File: src/rtl/pipe_stall_if.sv
// Stall/flush control bundle between the pipeline stages and the stall scheduler.
// Latency: wires only, with no storage.
// Backpressure: the stall vector it carries is the pipeline's only hold mechanism.
interface pipe_stall_if;
  logic        id_stall_req_i;
  logic        div_start_i;
  logic        div_done_i;
  logic        mem_req_i;
  logic        mem_ack_i;
  logic        exc_valid_i;
  logic [31:0] exc_pc_i;
  logic [5:0]  stall_o;
  logic        flush_o;
  logic [31:0] new_pc_o;
  logic        div_cancel_o;
  logic        bus_timeout_o;

  // Pipeline side: raises requests and consumes stall/flush controls.
  modport master (
    output id_stall_req_i, div_start_i, div_done_i, mem_req_i, mem_ack_i,
           exc_valid_i, exc_pc_i,
    input  stall_o, flush_o, new_pc_o, div_cancel_o, bus_timeout_o
  );

  // Scheduler side.
  modport slave (
    input  id_stall_req_i, div_start_i, div_done_i, mem_req_i, mem_ack_i,
           exc_valid_i, exc_pc_i,
    output stall_o, flush_o, new_pc_o, div_cancel_o, bus_timeout_o
  );
endinterface

File: src/rtl/pipe_stall_ctrl.sv
// Stall/flush scheduler: merges RAW, divider and bus-wait stalls; sequences exception flushes.
// Latency: stall_o is combinational; flush/new_pc/div_cancel/bus_timeout are registered, so they lag by 1 cycle.
// Backpressure: an exception arriving during a bus wait is held pending and flushed once the wait ends.
module pipe_stall_ctrl #(
  parameter int unsigned MEM_TIMEOUT = 255,
  parameter int unsigned CNT_W       = 8
) (
  input  logic       clk,
  input  logic       rst_n,
  pipe_stall_if.slave pif
);

  typedef enum logic [1:0] {RUN = 2'd0, DIV_WAIT = 2'd1, FLUSH = 2'd2} state_e;

  localparam logic [CNT_W-1:0] TIMEOUT_CNT = CNT_W'(MEM_TIMEOUT);

  state_e            state_q, state_d;
  logic              exc_pending_q, exc_pending_d;
  logic [31:0]       exc_pc_q, exc_pc_d;
  logic [31:0]       new_pc_q, new_pc_d;
  logic              div_cancel_q, div_cancel_d;
  logic [CNT_W-1:0]  cnt_q, cnt_d;
  logic              bus_timeout_q, bus_timeout_d;
  logic [5:0]        stall_vec;
  logic              mem_busy;
  logic              exc_take;
  logic [31:0]       exc_target;

  assign mem_busy   = pif.mem_req_i & ~pif.mem_ack_i;
  // A pending exception owns the slot; new pulses are dropped until it flushes.
  assign exc_take   = exc_pending_q | pif.exc_valid_i;
  assign exc_target = exc_pending_q ? exc_pc_q : pif.exc_pc_i;

  // Stall priority, state transitions and exception acceptance.
  always_comb begin
    state_d       = state_q;
    exc_pending_d = exc_pending_q;
    exc_pc_d      = exc_pc_q;
    new_pc_d      = '0;
    div_cancel_d  = 1'b0;
    stall_vec     = 6'b000000;
    case (state_q)
      RUN, DIV_WAIT: begin
        if (mem_busy) begin
          stall_vec = 6'b011111;
        end else if ((state_q == RUN && pif.div_start_i) ||
                     (state_q == DIV_WAIT && !pif.div_done_i)) begin
          stall_vec = 6'b001111;
        end else if (pif.id_stall_req_i) begin
          stall_vec = 6'b000111;
        end

        if (exc_take && !mem_busy) begin
          // Exception beats a divide issued in the same cycle.
          state_d       = FLUSH;
          new_pc_d      = exc_target;
          div_cancel_d  = (state_q == DIV_WAIT) | pif.div_start_i;
          exc_pending_d = 1'b0;
        end else begin
          if (pif.exc_valid_i && !exc_pending_q) begin
            exc_pending_d = 1'b1;
            exc_pc_d      = pif.exc_pc_i;
          end
          if (state_q == RUN && pif.div_start_i) begin
            state_d = DIV_WAIT;
          end else if (state_q == DIV_WAIT && pif.div_done_i) begin
            state_d = RUN;
          end
        end
      end
      default: begin
        // FLUSH is a single cycle; incoming exceptions are ignored here.
        state_d = RUN;
      end
    endcase
  end

  // Consecutive bus-wait counter and registered timeout flag.
  always_comb begin
    cnt_d         = '0;
    bus_timeout_d = 1'b0;
    if (mem_busy) begin
      cnt_d         = (cnt_q == TIMEOUT_CNT) ? cnt_q : cnt_q + 1'b1;
      bus_timeout_d = (cnt_d == TIMEOUT_CNT);
    end
  end

  // State and output registers.
  always_ff @(posedge clk or negedge rst_n) begin
    if (!rst_n) begin
      state_q       <= RUN;
      exc_pending_q <= 1'b0;
      exc_pc_q      <= '0;
      new_pc_q      <= '0;
      div_cancel_q  <= 1'b0;
      cnt_q         <= '0;
      bus_timeout_q <= 1'b0;
    end else begin
      state_q       <= state_d;
      exc_pending_q <= exc_pending_d;
      exc_pc_q      <= exc_pc_d;
      new_pc_q      <= new_pc_d;
      div_cancel_q  <= div_cancel_d;
      cnt_q         <= cnt_d;
      bus_timeout_q <= bus_timeout_d;
    end
  end

  assign pif.stall_o       = stall_vec;
  assign pif.flush_o       = (state_q == FLUSH);
  assign pif.new_pc_o      = new_pc_q;
  assign pif.div_cancel_o  = div_cancel_q;
  assign pif.bus_timeout_o = bus_timeout_q;

endmodule

File: src/flat_wrapper.sv
// flat-port wrapper written by rule: the top's interface ports become plain ports
module pipe_stall_ctrl_flat 
#(
  parameter int unsigned MEM_TIMEOUT = 255,
  parameter int unsigned CNT_W       = 8
)
  (clk, rst_n, pif_id_stall_req_i, pif_div_start_i, pif_div_done_i, pif_mem_req_i, pif_mem_ack_i, pif_exc_valid_i, pif_exc_pc_i, pif_stall_o, pif_flush_o, pif_new_pc_o, pif_div_cancel_o, pif_bus_timeout_o);
  pipe_stall_if pif_i ();
  input  logic clk;
  input  logic rst_n;
  input wire logic [$bits(pif_i.id_stall_req_i)-1:0] pif_id_stall_req_i;
  input wire logic [$bits(pif_i.div_start_i)-1:0] pif_div_start_i;
  input wire logic [$bits(pif_i.div_done_i)-1:0] pif_div_done_i;
  input wire logic [$bits(pif_i.mem_req_i)-1:0] pif_mem_req_i;
  input wire logic [$bits(pif_i.mem_ack_i)-1:0] pif_mem_ack_i;
  input wire logic [$bits(pif_i.exc_valid_i)-1:0] pif_exc_valid_i;
  input wire logic [$bits(pif_i.exc_pc_i)-1:0] pif_exc_pc_i;
  output wire logic [$bits(pif_i.stall_o)-1:0] pif_stall_o;
  output wire logic [$bits(pif_i.flush_o)-1:0] pif_flush_o;
  output wire logic [$bits(pif_i.new_pc_o)-1:0] pif_new_pc_o;
  output wire logic [$bits(pif_i.div_cancel_o)-1:0] pif_div_cancel_o;
  output wire logic [$bits(pif_i.bus_timeout_o)-1:0] pif_bus_timeout_o;
  assign pif_i.id_stall_req_i = pif_id_stall_req_i;
  assign pif_i.div_start_i = pif_div_start_i;
  assign pif_i.div_done_i = pif_div_done_i;
  assign pif_i.mem_req_i = pif_mem_req_i;
  assign pif_i.mem_ack_i = pif_mem_ack_i;
  assign pif_i.exc_valid_i = pif_exc_valid_i;
  assign pif_i.exc_pc_i = pif_exc_pc_i;
  assign pif_stall_o = pif_i.stall_o;
  assign pif_flush_o = pif_i.flush_o;
  assign pif_new_pc_o = pif_i.new_pc_o;
  assign pif_div_cancel_o = pif_i.div_cancel_o;
  assign pif_bus_timeout_o = pif_i.bus_timeout_o;
  pipe_stall_ctrl #(.MEM_TIMEOUT(MEM_TIMEOUT), .CNT_W(CNT_W)) u_core (.clk(clk), .rst_n(rst_n), .pif(pif_i));
endmodule
File: config.mk
export PLATFORM = sky130hd
export DESIGN_NAME = pipe_stall_ctrl_flat
export DESIGN_NICKNAME = d
export VERILOG_FILES = /design/src/rtl/pipe_stall_if.sv /design/src/rtl/pipe_stall_ctrl.sv /design/src/flat_wrapper.sv
export SDC_FILE = /design/constraint.sdc
export NUM_CORES = 1
export LEC_CHECK = 0
export CAP_MARGIN = 20
export CELL_PAD_IN_SITES_DETAIL_PLACEMENT = 0
export CELL_PAD_IN_SITES_GLOBAL_PLACEMENT = 1
export CORE_MARGIN = 4
export CORE_UTILIZATION = 41
export DETAILED_ROUTE_END_ITERATION = 6
export HOLD_SLACK_MARGIN = 0.12
export PLACE_DENSITY = 0.9
export SLEW_MARGIN = 20
export SYNTH_ARGS = -nofsm -noshare
export SYNTH_HDL_FRONTEND = slang
export SYNTH_SLANG_ARGS = --single-unit
File: constraint.sdc
create_clock -name clk -period 4.6 [get_ports clk]
set_input_delay 0.46 -clock clk [delete_from_list [all_inputs] [get_ports clk]]
set_output_delay 0.46 -clock clk [all_outputs]
set_load 0.02 [all_outputs]
==> metrics.md, run 1 <==
| Metric | Value |
|---|---|
| Run status | completed |
| Synth area leaders | dfrtp_1, mux2i_1, mux2_1 |
| Num CTS Buffers | 9 |
| Largest family of logic cells by synthesized area | multiplexers |
| Finished Layout Cells | 435 |
| DPL Wire Length | 4225 um |
| Measured slew at the worst slew-check pin | 0.9427 ns |
| Synth cell count leaders | dfrtp_1, nor2_1, mux2i_1 |
| P&R area growth vs syn | 34.11% |
| Unrepaired setup endpoints after global routing | no |
| Post-Synth XOR/XNOR Area | 0.8197% |
| Leading area contributor after synthesis | dfrtp_1 |
| Synth warnings | 0 |
| Period utilization | 58.85% |
| DR DRC count | 0 |
| Max Clk Rate | 369.4 MHz |
| Final ANT Viol Nets | 0 |
| Crit path kind | in -> out |
| Synth Area in Compound Gates | 3.864% |
| GRT Util Overall | 14.77% |
| Std cell rows | 31 |
| Routed length per instance | 14.42 um |
| Critical Path Most Common Cell | clkdlybuf4s50_1 |
| RR Endpoint | u_core.exc_pc_q[22] |
| Maximum vdd drop | 0.2649 mV |
| Adder-cell share of the synthesized area | 0.3903% |
| Rel. slew slack | 37.15% |
| Initial Util | 43.27% |
| Layout cell share with drive strength beyond 1 | 11.90% |
| # port buffers | 79 |
| Hold-fix buffers at CTS | 0 |
| Clk pwr share | 30.6% |
| CTS max path bufs | 2 |
| Post-Place Cells | 419 |
| R2R cell count | 4 |
| Clock slew seen by the registers of the worst setup and hold paths | 0.08 ns |
| Ports | 81 |
| Register area share after synthesis | 60.11% |
| Max incr delay on CP | 0.61 ns |
| Critical Path Fanout Max | 13 |
| Crit-path cells | clkdlybuf4s50_1 > nand2b_1 > a21oi_1 > a21o_1 > clkdlybuf4s50_1 |
| Synth top area share | 60.11% |
| EDFF count, synth | 0 |
| Largest net degree at the start of global routing | 78 |
| Leak Pwr | 1.822 nW |
| Most frequent cell after synthesis | dfrtp_1 |
| Sw Share | 26.98% |
| Crit path DAT | 2.25 ns |
| Switching power total | 0.0005461 W |
| Sequential share of power | 45.0% |
| Post-CTS setup buffer count | 0 |
| Power Internal | 0.001478 W |
| Worst EP required | 4.14 ns |
| Util after Layout | 58.03% |
| Synth cell types | 36 |
| Clock latency on the worst-skew pair | 0.33 ns |
| H-tree levels | 3 |
| Final #Nets | 372 |
| Finish-stage setup viols | 0 |
| Reg2Reg Setup Slack | 2.53 ns |
| Mux contribution to synthesized area | 21.55% |
| Synth Area in Simple Gates | 9.992% |
| Power Density | 470.8 mW/mm2 |
| Core box area | 0.007408 mm2 |
| Syn_area_per_cell | 12.52 um2 |
| Number of global-route vias before repair | 2,178 |
| Cell area after synthesis | 0.003206 mm2 |
| Crit. End Element | output pin |
| Dominant synthesized flop cell | dfrtp_1 |
| CTS tree | built |
| Post-layout minimum cycle time | 2.707 ns |
| Critical Path Start Type | input pin |
| CP max-delay cell | clkdlybuf4s50_1 |
| Mapped Cells | 256 |
| Worst path top cell family by delay | buffers and inverters |
| Post-Route WL | 6273 um |
| DIE AREA | 0.009297 mm2 |
| RR Startpoint | u_core.state_q[1] |
| Clock Skew | 0.009481 ns |
| Die X | 96.42 um |
| CTS sink count | 77 |
| Post-Syn Nets | 297 |
| DRT Pass-1 Iters | 4 |
| Comb power frac | 24.4% |
| Final-report hold violation count | 0 |
| Post-route setup TNS | 0 ns |
| Total power | 0.002024 W |
| Wire length of the first global-routing pass | 10,420 um |
| Remaining Overflow, GRT | 0 |
| CTS root buffer | clkbuf_8 |
| Register bit count reported by yosys | 77 |
| DR vias/cell | 4.834 |
| Max-cap violations | 0 |
| # diodes | 0 |
| Post-cts resize count | 0 |
| Die height | 96.42 um |
| Final GP Congestion | 0.7164 |
| Max-slew violations | 0 |
| Post-synth ARST share | 100.0% |
| Buf+Inv Stages, Crit Path | 2 |
| Via count | 2,103 |
| Starting DRT DRC Count | 91 |
| Hold WC Path Type | in -> async |
| Initial antenna violation count | 0 |
[layer usage]
metal | global-route usage (%) | share of wire (%)
met1 | 18.10 | 42
met2 | 25.01 | 51
met3 | 4.415 | 6.0
met4 | 4.790 | 0.91
met5 | 0 | 0
[cells in the final DEF (no fill, tap or decap), drive strengths merged, types with 2 or more instances in the layout]
| master | n |
|---|---|
| clkdlybuf4s50 | 78 |
| nand3b | 3 |
| buf | 4 |
| xnor2 | 2 |
| nor2 | 43 |
| a21oi | 6 |
| dfrtp | 77 |
| a21o | 2 |
| inv | 4 |
| nand2 | 7 |
| clkbuf | 11 |
| a311oi | 3 |
| nand3 | 6 |
| nor3 | 5 |
| bufinv | 3 |
| mux2 | 32 |
| mux2i | 33 |
[registers in the layout, indices dropped and copies added, names as in the netlist]
| register | cells |
|---|---|
| u_core.pif.bus_timeout_o | 1 |
| u_core.pif.div_cancel_o | 1 |
| u_core.exc_pc_q | 32 |
| u_core.exc_pending_q | 1 |
| u_core.cnt_q | 8 |
| u_core.pif.new_pc_o | 32 |
| u_core.state_q | 2 |
[power by group through the flow]
| stage | sequential, W | clock [W] | combinational (W) |
|---|---|---|---|
| 2_1_floorplan | 0.000963 | 0 | 0.000254 |
| 3_5_place_dp | 0.000926 | 0 | 0.000502 |
| 5_1_grt | 0.000931 | 0.000671 | 0.000542 |
| 4_1_cts | 0.000912 | 0.000634 | 0.000503 |
| 6_report | 0.000911 | 0.000620 | 0.000493 |
| 3_3_place_gp | 0.000918 | 0 | 0.000490 |
[worst max path at each step]
stage / startpoint / end / slack, ns / cells past startpoint
detailed placement: pif_mem_ack_i / u_core.exc_pc_q[22] / 1.63 / 6
global placement: pif_mem_ack_i / u_core.exc_pc_q[24] / 1.69 / 6
global route: pif_mem_ack_i / pif_stall_o[0] / 1.77 / 5
CTS: pif_mem_ack_i / pif_stall_o[0] / 1.89 / 5
finish: pif_mem_ack_i / pif_stall_o[0] / 1.89 / 5
floorplan: pif_mem_ack_i / pif_stall_o[1] / 2.44 / 5
[per-stage QoR]
step,hold slack [ns],setup WS (ns),area (um2)
finish,0.2698,1.893,4299
floorplan,0.1644,2.445,3206
detailed placement,0.4808,1.626,4051
global route,0.3416,1.767,4299
global placement,0.4734,1.686,4051
CTS,0.3020,1.888,4299
[layout make-up]
class                           instances  area, um2
Fill cell                             626       3109
Inverter                                3      11.26
Tap cell                               99      123.9
Multi-Input combinational cell        158       1177
Timing Repair Buffer                   82      810.8
Clock inverter                          5      106.4
Sequential cell                        77       1928
Clock buffer                           11      141.4
[worst register-to-register path: stages, from the launching register on]
cell and delay [ns]:
dfrtp_1 0.43, nor2_2 0.13, nand3b_1 0.58, buf_4 0.47, mux2_1 0.34
[cell families after synthesis]
family | count (synthesis)
and+or+nand+nor | 71
AOI/OAI and AO/OA | 17
DFF | 77
other | 1
muxes | 65
adders and majority gates | 1
xor gates and xnor gates | 3
buffers and inverters | 21
(Power assumes the default switching activity.)
==> run 2: changes to the inputs <==
--- a/config.mk
+++ b/config.mk
@@ -9,10 +9,10 @@
 export CELL_PAD_IN_SITES_DETAIL_PLACEMENT = 0
 export CELL_PAD_IN_SITES_GLOBAL_PLACEMENT = 1
 export CORE_MARGIN = 4
-export CORE_UTILIZATION = 41
+export CORE_UTILIZATION = 35
 export DETAILED_ROUTE_END_ITERATION = 6
 export HOLD_SLACK_MARGIN = 0.12
-export PLACE_DENSITY = 0.9
+export PLACE_DENSITY = 0.82
 export SLEW_MARGIN = 20
 export SYNTH_ARGS = -nofsm -noshare
 export SYNTH_HDL_FRONTEND = slang
==> constraint.sdc (replaced) <==
create_clock -name clk -period 2.34 [get_ports clk]
set_input_delay 0.234 -clock clk [delete_from_list [all_inputs] [get_ports clk]]
set_output_delay 0.234 -clock clk [all_outputs]
set_load 0.02 [all_outputs]
==> run 2 against run 1 <==
  * Sequential power increased by 98%
  * Global-route usage decreased by 1.7 points
  * Die area increased by 16%
  * Critical endpoint is now pif_stall_o[2]
  * Largest cell class unchanged
  * Largest power group unchanged
==> metrics.md, run 2 (same netlist as run 1, synthesis figures left out) <==
| Metric | Value |
|---|---|
| Comb power frac | 24.7% (+0.3 points) |
| GRT Util Overall | 13.02% (-1.7 points) |
| Max-slew violations | 0 (unchanged) |
| CTS tree | built |
| Final ANT Viol Nets | 0 (unchanged) |
| Post-cts resize count | 0 (unchanged) |
| Routed length per instance | 14.65 um (+1.6%) |
| DR DRC count | 0 (unchanged) |
| Number of global-route vias before repair | 2,314 (+6.2%) |
| Max Clk Rate | 470.0 MHz |
| CTS sink count | 77 (unchanged) |
| # port buffers | 79 (unchanged) |
| P&R area growth vs syn | 35.83% |
| Switching power total | 0.001082 W (+98%) |
| H-tree levels | 3 (unchanged) |
| CTS root buffer | clkbuf_8 |
| Post-CTS setup buffer count | 0 (unchanged) |
| Die height | 103.7 um (+7.6%) |
| Post-layout minimum cycle time | 2.128 ns |
| DRT Pass-1 Iters | 3 (-1) |
| Clock Skew | 0.006045 ns (-0.003436 ns) |
| Wire length of the first global-routing pass | 11,360 um (+9.1%) |
| Critical Path Fanout Max | 3 (-10) |
| Reg2Reg Setup Slack | 0.50 ns (-2.03 ns) |
| Clock slew seen by the registers of the worst setup and hold paths | 0.08 ns (about the same) |
| Die X | 103.7 um (+7.6%) |
| Measured slew at the worst slew-check pin | 0.6073 ns (-0.3354 ns) |
| Core box area | 0.008806 mm2 (+19%) |
| Ports | 81 (unchanged) |
| Largest net degree at the start of global routing | 43 (-45%) |
| CTS max path bufs | 2 (unchanged) |
| Rel. slew slack | 59.33% (+22 points) |
| DR vias/cell | 4.857 (+0.48%) |
| Crit path kind | reg -> out |
| R2R cell count | 5 (+1) |
| Initial Util | 36.40% (-6.9 points) |
| Post-Route WL | 6577 um (+4.8%) |
| Power Density | 910.2 mW/mm2 (+93%) |
| Final GP Congestion | 0.8128 (+13%) |
| DPL Wire Length | 4457 um (+5.5%) |
| Worst EP required | 2.11 ns (-2.03 ns) |
| Final Cell Area | 0.004354 mm2 (+1.3%) |
| Final #Nets | 377 (+1.3%) |
| Finished Layout Cells | 449 (+3.2%) |
| Std cell rows | 34 (+9.7%) |
| Critical Path Start Type | register |
| Layout cell share with drive strength beyond 1 | 12.90% (+1.0 points) |
| Run status | completed |
| Commonest cells after routing, fill and taps aside | clkdlybuf4s50_1, dfrtp_1, nor2_1 |
| Most common cell after layout, fill and taps aside | clkdlybuf4s50_1 |
| Clock latency on the worst-skew pair | 0.34 ns (about the same) |
| Post-Place Cell Area | 0.004105 mm2 (+1.3%) |
| Clk pwr share | 30.0% (-0.6 points) |
| Via count | 2,181 (+3.7%) |
| Leak Pwr | 1.845 nW (+1.3%) |
| Num CTS Buffers | 9 (unchanged) |
| Post-route setup TNS | 0 ns (unchanged) |
| Total power | 0.003963 W (+96%) |
| Sequential share of power | 45.3% (+0.3 points) |
| Final-report hold violation count | 0 (unchanged) |
| Finish-stage setup viols | 0 (unchanged) |
| Period utilization | 90.92% |
| Remaining Overflow, GRT | 0 (unchanged) |
| Power Internal | 0.002882 W (+95%) |
| Hold WC Path Type | in -> async |
| DIE AREA | 0.01075 mm2 (+16%) |
| Post-Place Cells | 432 (+3.1%) |
| Initial antenna violation count | 0 (unchanged) |
| # diodes | 0 (unchanged) |
| Hold WS | 0.4244 ns (+0.1546 ns) |
| Max-cap violations | 0 (unchanged) |
| Crit. End Element | output pin |
| Crit path DAT | 1.89 ns (-0.36 ns) |
| Starting DRT DRC Count | 47 (-48%) |
| Sw Share | 27.29% (+0.31 points) |
| Unrepaired setup endpoints after global routing | no |
| Maximum vdd drop | 0.4192 mV (+58%) |
## run 2: cell count changes in the layout (fill, tap and decap cells not counted)
cell / previous run / this run
buf_4: 4 / 7
buf_12: 0 / 1
clkbuf_8: 10 / 9
clkinv_2: 0 / 1
clkinv_4: 0 / 1
dlygate4sd3_1: 0 / 1
inv_6: 1 / 0
## run 2: layout make-up
cell class              instances  area [um2]
well taps                     108       135.1
fillers                       810        4452
clock inverters                 6       111.4
inverters                       3       11.26
clock buffers                  10       127.6
multi-input cells             158        1177
flip-flops and latches         77        1928
repair buffers                 87       863.3
## run 2: through the flow
step	util, %	worst slack, ns
after floorplan	-	0.6367
after global placement	46.62	0.2637
after detailed placement	46.62	0.2452
after CTS	49.45	0.1742
after global routing	49.45	0.06456
final	49.45	0.2125
## run 2: power groups by stage
stage / logic (W) / registers, W / clock network, W
floorplan: 0.000500 / 0.00189 / 0
global placement: 0.000976 / 0.00181 / 0
detailed placement: 0.000997 / 0.00182 / 0
CTS: 0.00100 / 0.00180 / 0.00124
global route: 0.00107 / 0.00184 / 0.00129
finish: 0.000980 / 0.00180 / 0.00119
## run 2: layer usage
metal	routed length (um)	GRT usage, %
met5	0	0
met4	46	3.609
met3	432	5.784
met2	3231	21.36
met1	2866	15.60
## run 2: critical path, cell delays in order (launching register included)
cell and delay (ns):
dfrtp_1 0.39, nor2_1 0.08, a21o_1 0.16, a21oi_1 0.19
a21o_1 0.14, clkdlybuf4s50_1 0.61
## run 2: final timing paths
path,from,endpoint
worst max-delay path,u_core.state_q[0],pif_stall_o[2]
worst min-delay path,rst_n,u_core.pif.new_pc_o[0]
worst max register to register,u_core.cnt_q[0],u_core.pif.bus_timeout_o
worst min register to register,u_core.exc_pc_q[13],u_core.exc_pc_q[13]
max in group asynchronous,rst_n,u_core.exc_pc_q[21]
min in group clk,u_core.exc_pc_q[13],u_core.exc_pc_q[13]
## run 2: repair_timing
action                                 CTS  global route
hold buffers                             1             0
setup endpoints to repair                0             0
endpoints found under the hold margin   41             0
==> run 3: changes to the inputs <==
--- a/config.mk
+++ b/config.mk
@@ -8,9 +8,9 @@
 export CAP_MARGIN = 20
 export CELL_PAD_IN_SITES_DETAIL_PLACEMENT = 0
 export CELL_PAD_IN_SITES_GLOBAL_PLACEMENT = 1
-export CORE_MARGIN = 4
 export CORE_UTILIZATION = 35
 export DETAILED_ROUTE_END_ITERATION = 6
+export GPL_ROUTABILITY_DRIVEN = 0
 export HOLD_SLACK_MARGIN = 0.12
 export PLACE_DENSITY = 0.82
 export SLEW_MARGIN = 20
==> run 3 against run 2 <==
  * The run now ends with design-rule violations left
  * Via count fell by 1.3%
  * First-iteration DRC count increased by 32%
  * Cell area shrank 1.1%
  * Critical endpoint is now pif_stall_o[1]
  * Worst hold slack improved by 0.019 ns
  * Die area is 11% lower
  * Routed wire length shrank 5.2%
  * Setup slack got worse by 0.059 ns
  * Core utilization shrank 0.57 points
  * Non-clock buffer count decreased by 2
==> metrics.md, run 3 (same netlist as run 1, synthesis figures left out) <==
| Metric | Value |
|---|---|
| Run status | finished with violations |
| Failing checks | design-rule violations |
| Wire length of the first global-routing pass | 10,410 um (-8.4%) |
| DRT Pass-1 Iters | 6 (+3) |
| Layout cell share with drive strength beyond 1 | 11.87% (-1.0 points) |
| Switching power total | 0.001064 W (-1.6%) |
| P&R area growth vs syn | 34.27% |
| DR DRC count | 10 (+10) |
| CTS sink count | 77 (unchanged) |
| H-tree levels | 3 (unchanged) |
| Reg2Reg Setup Slack | 0.46 ns (-0.04 ns) |
| Register area | 0.001928 mm2 (unchanged) |
| Unrepaired setup endpoints after global routing | no |
| # diodes | 0 (unchanged) |
| Hold-fix buffers at CTS | 1 (unchanged) |
| Ports | 81 (unchanged) |
| Final ANT Viol Nets | 0 (unchanged) |
| DIE AREA | 0.009545 mm2 (-11%) |
| Clock latency on the worst-skew pair | 0.33 ns (about the same) |
| Util after Layout | 48.88% (-0.57 points) |
| Most common cell after layout, fill and taps aside | clkdlybuf4s50_1 |
| Core box area | 0.008806 mm2 (unchanged) |
| Top Usage Layer GRT | met2 |
| Num CTS Buffers | 9 (unchanged) |
| Max Clk Rate | 457.3 MHz (-2.7%) |
| Std cell rows | 34 (unchanged) |
| Crit path from | u_core.state_q[0] |
| Post-cts resize count | 0 (unchanged) |
| Critical Path Fanout Max | 3 (unchanged) |
| Final-report hold violation count | 0 (unchanged) |
| Max-cap violations | 0 (unchanged) |
| Clk pwr share | 25.4% (-4.6 points) |
| R2R cell count | 5 (unchanged) |
| CTS max path bufs | 2 (unchanged) |
| Die height | 97.70 um (-5.8%) |
| GR Layer Usage met1 | 18.56% (+3.0 points) |
| Die X | 97.70 um (-5.8%) |
| Power Internal | 0.002660 W (-7.7%) |
| # port buffers | 79 (unchanged) |
| Comb power frac | 26.5% (+1.8 points) |
| Commonest cells after routing, fill and taps aside | clkdlybuf4s50_1, dfrtp_1, nor2_1 |
| Sw Share | 28.57% (+1.3 points) |
| Rel. slew slack | 58.94% (-0.40 points) |
| Remaining Overflow, GRT | 0 (unchanged) |
| Clock Skew | 0.004974 ns (-0.001071 ns) |
| Sequential share of power | 48.1% (+2.8 points) |
| Largest net degree at the start of global routing | 47 (+9.3%) |
| Area of the multi-input gates | 0.001177 mm2 (unchanged) |
| GRT Util Overall | 13.93% (+0.91 points) |
| Initial Util | 36.40% (unchanged) |
| Capture point of the worst path | pif_stall_o[1] |
| Power Density | 865.3 mW/mm2 (-4.9%) |
| Number of global-route vias before repair | 2,095 (-9.5%) |
| FILL cells | 793 (-2.1%) |
| Clock slew seen by the registers of the worst setup and hold paths | 0.08 ns (about the same) |
| Post-route setup TNS | 0 ns (unchanged) |
| Crit path kind | reg -> out |
| Period utilization | 93.46% (+2.5 points) |
| Post-layout minimum cycle time | 2.187 ns (+0.05939 ns) |
| CTS root buffer | clkbuf_8 |
| Worst EP required | 2.11 ns (about the same) |
| Post-CTS setup buffer count | 0 (unchanged) |
| Initial antenna violation count | 0 (unchanged) |
| Crit path DAT | 1.95 ns (+0.06 ns) |
| Final #Nets | 375 (-0.53%) |
| RR Endpoint | u_core.pif.bus_timeout_o |
| Leak Pwr | 1.820 nW (-1.4%) |
| Maximum vdd drop | 0.3348 mV (-20%) |
| GR Util met3 | 3.453% (-2.3 points) |
| Routed length per instance | 14.01 um (-4.4%) |
| Crit. End Element | output pin |
| GRT met2 Usage | 21.77% (+0.41 points) |
| Critical Path Start Type | register |
| RR Startpoint | u_core.cnt_q[0] |
| CTS tree | built |
| Via count | 2,152 (-1.3%) |
| Hold WC Path Type | in -> async |
| Post-Route WL | 6234 um (-5.2%) |
| Finish-stage setup viols | 0 (unchanged) |
| DPL Wire Length | 4019 um (-9.8%) |
| Measured slew at the worst slew-check pin | 0.6159 ns (+0.008598 ns) |
| Starting DRT DRC Count | 62 (+32%) |
| Max-slew violations | 0 (unchanged) |
| DR vias/cell | 4.836 (-0.44%) |
## run 3: cell count changes in the layout (fill, tap and decap cells not counted), sizes merged
| cell | delta |
|---|---|
| bufinv | -2 |
| buf | -2 |
## run 3: metrics by stage
step                      cell area [um2]  power [W]  setup WS, ns  hold WS [ns]  std cells
after global routing                 4304   0.003945       0.05654        0.4833        445
after CTS                            4304   0.003789        0.1492        0.4536        445
after floorplan                      3206   0.002393        0.6367      -0.06159        256
after global placement               4115   0.002785        0.3066        0.2834        430
final                                4304   0.003724        0.1531        0.4430        445
after detailed placement             4115   0.002817        0.2101        0.2881        430
## run 3: worst min path at each step
| stage | startpoint | slack, ns | endpoint |
|---|---|---|---|
| after floorplan | rst_n | -0.06 | u_core.cnt_q[0] |
| after global placement | rst_n | 0.28 | u_core.pif.new_pc_o[4] |
| after detailed placement | rst_n | 0.29 | u_core.pif.new_pc_o[6] |
| after CTS | rst_n | 0.45 | u_core.pif.new_pc_o[6] |
| after global routing | rst_n | 0.48 | u_core.pif.new_pc_o[4] |
| final | rst_n | 0.44 | u_core.pif.new_pc_o[4] |
## run 3: power groups by stage
stage | logic, W | registers (W) | clock network [W]
floorplan | 0.000500 | 0.00189 | 0
global route | 0.00108 | 0.00182 | 0.00105
global placement | 0.000983 | 0.00180 | 0
finish | 0.000987 | 0.00179 | 0.000946
CTS | 0.00101 | 0.00179 | 0.000993
detailed placement | 0.00100 | 0.00182 | 0
## run 3: routing by layer
| metal | routed length (um) | share of wire (%) | vias to the layer above |
|---|---|---|---|
| met2 | 2925 | 47 | 59 |
| met4 | 91 | 1.5 | 0 |
| met5 | 0 | 0 | - |
| li1 | - | - | 1029 |
| met3 | 318 | 5.1 | 10 |
| met1 | 2898 | 46 | 1054 |
## run 3: worst max-delay path, cell delays in order (launching register included)
cell	delay [ns]
dfrtp_1	0.38
nor2_1	0.07
a21o_1	0.17
a21oi_1	0.23
a21o_1	0.15
clkdlybuf4s50_1	0.62
## run 3: cell type report
class	count	share of cell area, %
inverters	3	0.2616
repair buffers	85	20.29
flip-flops and latches	77	44.80
well taps	108	3.140
clock inverters	4	1.192
clock buffers	10	2.965
multi-input cells	158	27.35
